<file path="src/rtl/systolic_pkg.sv">
// Shared types and constants for the systolic array and its edge feeders.
package systolic_pkg;

  localparam int DATA_W = 32;
  localparam int SUM_W  = 64;

  typedef enum logic [1:0] {
    IDLE   = 2'd0,
    STREAM = 2'd1,
    DRAIN  = 2'd2,
    DONE   = 2'd3
  } feeder_state_t;

  // Cycles of zero injection needed for the last partial sum to exit the bottom row.
  function automatic int drain_len(input int rows, input int cols);
    return rows + cols - 1;
  endfunction

endpackage

</file>
<file path="src/rtl/act_skew_feeder_if.sv">
// Upstream vector handshake plus the array-facing outputs of the activation feeder.
interface act_skew_feeder_if #(
  parameter int ROWS   = 4,
  parameter int DATA_W = 32
);
  logic                     in_valid;
  logic                     in_ready;
  logic [ROWS*DATA_W-1:0]   in_vec;
  logic                     in_last;
  logic [ROWS*DATA_W-1:0]   act_out;
  logic                     array_en;
  logic                     busy;
  logic                     done;

  modport master (
    output in_valid, in_vec, in_last,
    input  in_ready, act_out, array_en, busy, done
  );

  modport slave (
    input  in_valid, in_vec, in_last,
    output in_ready, act_out, array_en, busy, done
  );
endinterface

</file>
<file path="src/rtl/skew_delay_line.sv">
// One lane of the diagonal skew: a DEPTH-stage shift register that only moves on adv.
module skew_delay_line #(
  parameter int DEPTH  = 1,
  parameter int DATA_W = 32
) (
  input  logic              CLK,
  input  logic              RESET,
  input  logic              adv,
  input  logic              clr,
  input  logic [DATA_W-1:0] din,
  output logic [DATA_W-1:0] dout
);

  logic [DATA_W-1:0] stage_reg [DEPTH];

  always_ff @(posedge CLK or negedge RESET) begin
    if (!RESET) begin
      stage_reg[0] <= '0;
    end else if (clr) begin
      stage_reg[0] <= '0;
    end else if (adv) begin
      stage_reg[0] <= din;
    end
  end

  for (genvar gi = 1; gi < DEPTH; gi++) begin : g_stage
    always_ff @(posedge CLK or negedge RESET) begin
      if (!RESET) begin
        stage_reg[gi] <= '0;
      end else if (clr) begin
        stage_reg[gi] <= '0;
      end else if (adv) begin
        stage_reg[gi] <= stage_reg[gi-1];
      end
    end
  end

  assign dout = stage_reg[DEPTH-1];

endmodule

</file>
<file path="src/rtl/act_skew_feeder.sv">
// Left-edge activation feeder: accepts vectors, skews row r by r+1 advances,
// drives the array-wide enable and drains the array with zeros after the last beat.
module act_skew_feeder #(
  parameter int ROWS   = 4,
  parameter int COLS   = 4,
  parameter int DATA_W = systolic_pkg::DATA_W
) (
  input  logic               CLK,
  input  logic               RESET,
  act_skew_feeder_if.slave   bus
);
  import systolic_pkg::*;

  localparam int DRAIN_LEN = drain_len(ROWS, COLS);
  localparam int CNT_W     = $clog2(ROWS + COLS);
  localparam logic [CNT_W-1:0] CNT_LAST = CNT_W'(DRAIN_LEN - 1);

  feeder_state_t state_reg, state_next;
  logic [CNT_W-1:0] cnt_reg, cnt_next;
  logic adv;
  logic clr;
  logic ready;
  logic load_zero;
  logic array_en_reg;
  logic done_reg;
  logic [ROWS-1:0][DATA_W-1:0] lane_out;

  always_ff @(posedge CLK or negedge RESET) begin
    if (!RESET) begin
      state_reg    <= IDLE;
      cnt_reg      <= '0;
      array_en_reg <= 1'b0;
      done_reg     <= 1'b0;
    end else begin
      state_reg    <= state_next;
      cnt_reg      <= cnt_next;
      array_en_reg <= adv;
      done_reg     <= (state_reg == DONE);
    end
  end

  always_comb begin
    state_next = state_reg;
    cnt_next   = cnt_reg;
    adv        = 1'b0;
    clr        = 1'b0;
    ready      = 1'b0;
    case (state_reg)
      IDLE, STREAM: begin
        ready = 1'b1;
        adv   = bus.in_valid;
        if (bus.in_valid) begin
          cnt_next   = '0;
          state_next = bus.in_last ? DRAIN : STREAM;
        end
      end
      DRAIN: begin
        adv = 1'b1;
        if (cnt_reg == CNT_LAST) begin
          cnt_next   = '0;
          state_next = DONE;
        end else begin
          cnt_next = cnt_reg + 1'b1;
        end
      end
      DONE: begin
        // Guarantees zero fill for the next tile even if a line was never fully flushed.
        clr        = 1'b1;
        state_next = IDLE;
      end
      default: state_next = IDLE;
    endcase
  end

  assign load_zero = (state_reg == DRAIN);

  for (genvar gi = 0; gi < ROWS; gi++) begin : g_lane
    logic [DATA_W-1:0] lane_in;
    assign lane_in = load_zero ? '0 : bus.in_vec[gi*DATA_W +: DATA_W];

    skew_delay_line #(
      .DEPTH  (gi + 1),
      .DATA_W (DATA_W)
    ) u_line (
      .CLK   (CLK),
      .RESET (RESET),
      .adv   (adv),
      .clr   (clr),
      .din   (lane_in),
      .dout  (lane_out[gi])
    );
  end

  assign bus.act_out  = lane_out;
  assign bus.in_ready = ready;
  assign bus.array_en = array_en_reg;
  assign bus.done     = done_reg;
  assign bus.busy     = (state_reg != IDLE);

endmodule

</file>
<file path="src/flat_wrapper.sv">
// flat-port wrapper written by rule: the top's interface ports become plain ports
module act_skew_feeder_flat import systolic_pkg::*;
#(
  parameter int ROWS   = 4,
  parameter int COLS   = 4,
  parameter int DATA_W = systolic_pkg::DATA_W
)
  (CLK, RESET, bus_in_valid, bus_in_vec, bus_in_last, bus_in_ready, bus_act_out, bus_array_en, bus_busy, bus_done);
  act_skew_feeder_if #(.ROWS(ROWS), .DATA_W(DATA_W)) bus_i ();
  input  logic CLK;
  input  logic RESET;
  input wire logic [$bits(bus_i.in_valid)-1:0] bus_in_valid;
  input wire logic [$bits(bus_i.in_vec)-1:0] bus_in_vec;
  input wire logic [$bits(bus_i.in_last)-1:0] bus_in_last;
  output wire logic [$bits(bus_i.in_ready)-1:0] bus_in_ready;
  output wire logic [$bits(bus_i.act_out)-1:0] bus_act_out;
  output wire logic [$bits(bus_i.array_en)-1:0] bus_array_en;
  output wire logic [$bits(bus_i.busy)-1:0] bus_busy;
  output wire logic [$bits(bus_i.done)-1:0] bus_done;
  assign bus_i.in_valid = bus_in_valid;
  assign bus_i.in_vec = bus_in_vec;
  assign bus_i.in_last = bus_in_last;
  assign bus_in_ready = bus_i.in_ready;
  assign bus_act_out = bus_i.act_out;
  assign bus_array_en = bus_i.array_en;
  assign bus_busy = bus_i.busy;
  assign bus_done = bus_i.done;
  act_skew_feeder #(.ROWS(ROWS), .COLS(COLS), .DATA_W(DATA_W)) u_core (.CLK(CLK), .RESET(RESET), .bus(bus_i));
endmodule
</file>
<file path="config.mk">
export PLATFORM = sky130hd
export DESIGN_NAME = act_skew_feeder_flat
export DESIGN_NICKNAME = d
export VERILOG_FILES = /design/src/rtl/systolic_pkg.sv /design/src/rtl/act_skew_feeder_if.sv /design/src/rtl/skew_delay_line.sv /design/src/rtl/act_skew_feeder.sv /design/src/flat_wrapper.sv
export SDC_FILE = /design/constraint.sdc
export NUM_CORES = 1
export LEC_CHECK = 0
export ABC_CLOCK_PERIOD_IN_PS = 1700
export BUFFER_PORTS_ARGS = -buffer_cell sky130_fd_sc_hd__buf_2
export CAP_MARGIN = 25
export CORE_MARGIN = 2
export CORE_UTILIZATION = 55
export DETAILED_ROUTE_END_ITERATION = 8
export GPL_TIMING_DRIVEN = 1
export PLACE_DENSITY = 0.78
export SETUP_SLACK_MARGIN = 0.4
export SYNTH_ARGS = -nofsm -noshare
export SYNTH_HDL_FRONTEND = slang
export SYNTH_SLANG_ARGS = --single-unit
</file>
<file path="constraint.sdc">
create_clock -name CLK -period 1.7 [get_ports CLK]
set_clock_uncertainty 0.05 [all_clocks]
set_input_delay 0.17 -clock CLK [delete_from_list [all_inputs] [get_ports CLK]]
set_output_delay 0.17 -clock CLK [all_outputs]
set_load 0.005 [all_outputs]
</file>
==> results.sh, run 1 <==
export IMPL_cts_tree="yes"
export IMPL_io_buffers=263
export IMPL_placed_cell_area_um2=13900
export IMPL_clock_sinks=327
export IMPL_cts_buffer_depth=3
export IMPL_wl_um=30700
export IMPL_grt_max_degree=98
export IMPL_antenna_found_initial=0
export IMPL_numPlacedInstances=1408
export IMPL_post_route_period_util_pct=101
export IMPL_status="complete, but fails checks"
export IMPL_synth_cells=968
export IMPL_cts_buffers_inserted=35
export IMPL_tightest_slew_ps=636
export IMPL_core_area_um2=23300
export IMPL_std_cell_rows=56
export IMPL_synth_seq_cells=327
export IMPL_io_pins=264
export IMPL_wl_per_cell_um=19.0
export IMPL_route_detailed_drc=0
export IMPL_startpoint_type="flop"
export IMPL_grt_pass1_wl_um=47300
export IMPL_yosys_warnings=0
export IMPL_setup_viol=1
export IMPL_setup_tns_final_ps=-15.3
export IMPL_final_cell_area_um2=16700
export IMPL_drt_iter0_markers=600
export IMPL_worst_hold_path_type="input pin to async pin"
export IMPL_stdcell_count=1615
export IMPL_cp_end_kind="primary output"
export IMPL_final_nets=1404
export IMPL_dp_hpwl_um=15900
export IMPL_timing_critical_path_from="u_core.state_reg[1]"
export IMPL_cp_data_required_time_ps=1480
export IMPL_r2r_cells=6
export IMPL_r2r_slack_ps=30
export IMPL_cp_data_arrival_time_ps=1500
export IMPL_grt_util_all_layers_pct=24.0
export IMPL_finalHoldViolCount=0
export IMPL_fin_hold_ws_ps=116
export IMPL_r2r_start="u_core.state_reg[1]"
export IMPL_gr_total_overflow=0
export IMPL_die_x_um=158
export IMPL_crit_type="flop to primary output"
export IMPL_final_min_clock_period_ps=1720
export IMPL_initial_core_util_pct=55.6
export IMPL_dieArea_um2=24800
export IMPL_root_buffer="clkbuf_16"
export IMPL_routed_via_density=5.48
export IMPL_timing_fmax_mhz=583
export IMPL_syn_area_um2=13000
export IMPL_h_tree_depth=2
export IMPL_max_slew_margin_rel_pct=57.6
export IMPL_first_global_vias=8962
export IMPL_path_max_fanout=3
export IMPL_p_leak_nw=8.70
export IMPL_syn_nets=1100
export IMPL_drive_gt1_share_pct=28.2
export IMPL_place_congestion=0.765
export IMPL_p_per_area_nw_per_um2=1490
export IMPL_num_vias=8853
export IMPL_ys_types=24
export IMPL_drt_first_pass_iters=5
export IMPL_crit_end="bus_busy"
export IMPL_clkTransAtPathRegs_ps=60
export IMPL_synth_seq_area_share_pct=63.1
export IMPL_r2r_end="u_core.g_lane[1].u_line.dout[17]"
export IMPL_fp_dieH_um=158
export IMPL_largest_reg_flops=192
export IMPL_fin_ws_ps=-15.3
export IMPL_peakVddDrop_mv=0.967
export IMPL_violations="setup timing"
export IMPL_ant_nets=0
export IMPL_most_common_layout_cells="dfrtp_1 (326), buf_2 (259), a22o_1 (192)"
export IMPL_clk_latency_ps=510
export IMPL_drv_cap=0
export IMPL_slew_violations=0
export IMPL_syn_mean_instance_area_um2=13.4
export IMPL_areaGrowthSynthToFinish_pct=28.8
export IMPL_rsz0062_at_grt="yes"
export IMPL_final_common_cell="dfrtp_1"
export IMPL_diodes=0
## worst max-delay path: stages (launching register included)
cell and delay (ps):
dfrtp_4 510, buf_16 140, or2_4 220, buf_6 110
## synth_stat cells
cell type | instances | share of area (%)
dfrtp_1 | 327 | 63
a22o_1 | 192 | 13
mux2i_1 | 128 | 9.9
nor2_1 | 128 | 3.7
buf_4 | 106 | 6.1
buf_2 | 28 | 1.1
buf_6 | 17 | 1.5
clkbuf_1 | 17 | 0.49
nand2_1 | 4 | 0.12
o21ai_0 | 4 | 0.15
a21oi_1 | 2 | 0.077
inv_1 | 2 | 0.058
nand2b_1 | 2 | 0.097
and2_1 | 1 | 0.048
inv_2 | 1 | 0.029
nand3b_1 | 1 | 0.058
nor2_2 | 1 | 0.048
nor3b_1 | 1 | 0.058
nor4bb_1 | 1 | 0.077
o21a_1 | 1 | 0.058
o21ai_2 | 1 | 0.068
o21bai_1 | 1 | 0.058
o32ai_1 | 1 | 0.068
or2_2 | 1 | 0.048
## report_power, final
group          internal, mW  switching, mW  total, mW
clock network          4.47           3.01       7.48
registers              9.92           1.33       11.3
logic                  3.15           2.92       6.07
## stage by stage
stage                     power, mW  setup slack [ps]  utilization, %
final                          24.8             -15.3            71.5
after global routing           26.1             -51.3            71.5
after global placement         16.2               201            59.6
after floorplan                15.2               400               -
after CTS                      24.6             -31.0            70.9
after detailed placement       16.4               166            59.6
## cells by family (layout without fill, tap and decap cells)
group                  Yosys count  in the layout  share of synthesized area (%)
DFF                            327            327                           63.1
AOI/OAI and AO/OA              202            202                           13.5
buffers and inverters          171            499                           9.28
and+or+nand+nor                140            140                           4.26
muxes                          128            128                           9.88
## worst min path at each step
stage / startpoint / to / slack, ps
final: RESET / u_core.g_lane[0].u_line.dout[2] / 120
after global routing: RESET / u_core.g_lane[0].u_line.dout[30] / 150
after CTS: RESET / u_core.g_lane[3].u_line.stage_reg[85] / 120
after detailed placement: RESET / u_core.g_lane[0].u_line.dout[30] / 60
after global placement: RESET / u_core.g_lane[0].u_line.dout[2] / 60
after floorplan: RESET / u_core.bus.array_en / -180
## area by class of cell
type	instances	area [um^2]
fill	1513	6640
inverter	3	13.8
tap	319	399
clock inverter	11	125
sequential	327	8190
clock buffer	50	1010
multi-input combinational	470	3600
timing repair buffer	435	3360
## layer usage
| layer | GRT usage [%] | routed length (um) | up-vias |
|---|---|---|---|
| met5 | 0 | 0 | - |
| met4 | 7.01 | 643 | 0 |
| met3 | 5.70 | 2140 | 59 |
| met2 | 37.8 | 14900 | 339 |
| met1 | 33.7 | 13000 | 4510 |
| li1 | - | - | 3945 |
## what timing repair did
item | CTS | global route
cloned | 3 | 5
setup endpoints to repair | 252 | 317
pin swaps | 14 | 3
hold buffers | 131 | 0
endpoints found under the hold margin | 457 | 0
resized for setup | 8 | 7
buffers inserted | 5 | 2
Note: power is estimated with default switching activity, not from simulation.
==> run 2: changes to the inputs <==
--- a/config.mk
+++ b/config.mk
@@ -13,7 +13,7 @@
 export DETAILED_ROUTE_END_ITERATION = 8
 export GPL_TIMING_DRIVEN = 1
 export PLACE_DENSITY = 0.78
-export SETUP_SLACK_MARGIN = 0.4
+export SETUP_SLACK_MARGIN = 0.5
 export SYNTH_ARGS = -nofsm -noshare
 export SYNTH_HDL_FRONTEND = slang
 export SYNTH_SLANG_ARGS = --single-unit
==> run 2 against run 1 <==
The run still ends with setup timing left. Fmax about the same. Clock-buffer cell count up 4. Sequential power about the same. Critical endpoint unchanged. Highest routed layer is now met5.
==> results.sh, run 2 (synthesis gave the netlist of run 1 again) <==
export IMPL_wl_per_cell_um=23.6
export IMPL_core_area_um2=23300
export IMPL_grt_util_all_layers_pct=25.6
export IMPL_initial_core_util_pct=55.6
export IMPL_h_tree_depth=2
export IMPL_cts_buffer_depth=3
export IMPL_stdcell_count=1674
export IMPL_power_mw=27.9
export IMPL_std_cell_rows=56
export IMPL_cp_end_kind="primary output"
export IMPL_clkTransAtPathRegs_ps=60
export IMPL_numPlacedInstances=1408
export IMPL_route_detailed_drc=0
export IMPL_fin_ws_ps=-16.1
export IMPL_violations="setup timing"
export IMPL_dp_hpwl_um=16500
export IMPL_gr_total_overflow=0
export IMPL_final_common_cell="dfrtp_1"
export IMPL_fp_dieH_um=158
export IMPL_startpoint_type="flop"
export IMPL_fill_cells=1270
export IMPL_path_max_fanout=4
export IMPL_cp_data_required_time_ps=1480
export IMPL_io_pins=264
export IMPL_tightest_slew_ps=522
export IMPL_root_buffer="clkbuf_16"
export IMPL_grt_pass1_wl_um=49800
export IMPL_cp_data_arrival_time_ps=1500
export IMPL_antenna_found_initial=3
export IMPL_max_slew_margin_rel_pct=65.2
export IMPL_multi_input_comb_area_um2=3850
export IMPL_place_congestion=0.748
export IMPL_cts_buffers_inserted=34
export IMPL_drv_cap=0
export IMPL_wl_um=39500
export IMPL_drive_gt1_share_pct=35.8
export IMPL_routed_via_density=5.76
export IMPL_final_nets=1463
export IMPL_dieArea_um2=24800
export IMPL_drt_iter0_markers=722
export IMPL_num_vias=9642
export IMPL_areaGrowthSynthToFinish_pct=40.7
export IMPL_clock_sinks=327
export IMPL_die_x_um=158
export IMPL_seqCellArea_um2=8190
export IMPL_clk_latency_ps=520
export IMPL_ant_nets=0
export IMPL_finalHoldViolCount=0
export IMPL_rsz0062_at_grt="yes"
export IMPL_grt_max_degree=74
export IMPL_setup_viol=13
export IMPL_p_leak_nw=9.32
export IMPL_final_min_clock_period_ps=1720
export IMPL_cts_tree="yes"
export IMPL_crit_type="flop to primary output"
export IMPL_most_common_layout_cells="dfrtp_1 (326), buf_2 (259), a22o_1 (192)"
export IMPL_peakVddDrop_mv=0.915
export IMPL_status="complete, but fails checks"
export IMPL_slew_violations=0
export IMPL_drt_first_pass_iters=5
export IMPL_post_route_period_util_pct=101
export IMPL_first_global_vias=9387
export IMPL_timing_fmax_mhz=583
export IMPL_io_buffers=263
export IMPL_p_per_area_nw_per_um2=1530
export IMPL_largest_reg_flops=192
export IMPL_worst_hold_path_type="input pin to async pin"
run 2: cell count changes in the layout (fill, tap and decap cells not counted), sizes merged:
cell,change
buf,+35
clkbuf,+30
clkinv,-3
clkinvlp,-1
diode,+2
dlygate4sd3,-1
inv,-3
run 2: where the power goes:
| part | internal (mW) | total, mW | switching (mW) | leakage (nW) |
|---|---|---|---|---|
| Combinational | 4.92 | 8.89 | 3.96 | 4.47 |
| Sequential | 9.92 | 11.4 | 1.49 | 4.30 |
| Clock | 4.54 | 7.59 | 3.05 | 0.550 |
| Total | 19.4 | 27.9 | 8.50 | 9.32 |
run 2: worst paths after layout:
kind | from | end | slack (ps) | depth (start not counted)
min in group CLK | bus_in_valid | u_core.g_lane[3].u_line.stage_reg[98] | 200 | 4
setup / recovery | u_core.state_reg[1] | bus_busy | -20 | 3
hold reg to reg | u_core.g_lane[3].u_line.dout[29] | u_core.g_lane[3].u_line.dout[29] | 440 | 1
max in group asynchronous | RESET | u_core.g_lane[1].u_line.stage_reg[44] | 770 | 3
hold / removal | RESET | u_core.g_lane[2].u_line.dout[23] | 110 | 2
setup reg to reg | u_core.state_reg[1] | u_core.g_lane[2].u_line.dout[3] | -20 | 7
run 2: final cells by class:
class,instances,area share (%)
Sequential cell,327,44.9
Antenna cell,2,0.0274
Inverter,3,0.0617
Timing Repair Buffer,495,25.6
Multi-Input combinational cell,470,21.1
Tap cell,319,2.19
Clock inverter,4,0.418
Clock buffer,54,5.75
run 2: per-stage QoR:
| step | util, % | setup slack [ps] | TNS (ps) | cell area [um^2] | hold WS, ps |
|---|---|---|---|---|---|
| finish | 78.2 | -16.1 | -92.9 | 18200 | 106 |
| global route | 78.2 | -51.7 | -856 | 18200 | 125 |
| CTS | 71.8 | -27.3 | -52.2 | 16700 | 103 |
| detailed placement | 59.6 | 117 | 0 | 13900 | 44.2 |
| global placement | 59.6 | 176 | 0 | 13900 | 48.9 |
| floorplan | - | 405 | 0 | 13000 | -176 |
run 2: critical path, stage by stage (launching register included):
cell     delay [ps]
dfrtp_4         510
buf_12          140
or2_4           220
buf_6           110
run 2: timing repair:
item                                    in CTS  in global routing
hold buffers                               130                  0
gates cloned                                 7                 47
endpoints found under the hold margin      457                  0
buffers inserted                            12                 10
pin swaps                                    1                123
endpoints found under the setup margin     409                439
gates resized for setup                     29                122
run 2: routing by layer:
metal	track usage, %	part of all wire, %	wire, um	vias up
li1	-	-	-	4076
met2	41.2	49	19400	504
met5	0	0.018	7	-
met4	8.96	3.2	1270	2
met3	6.17	7.5	2970	120
met1	34.2	40	15800	4940
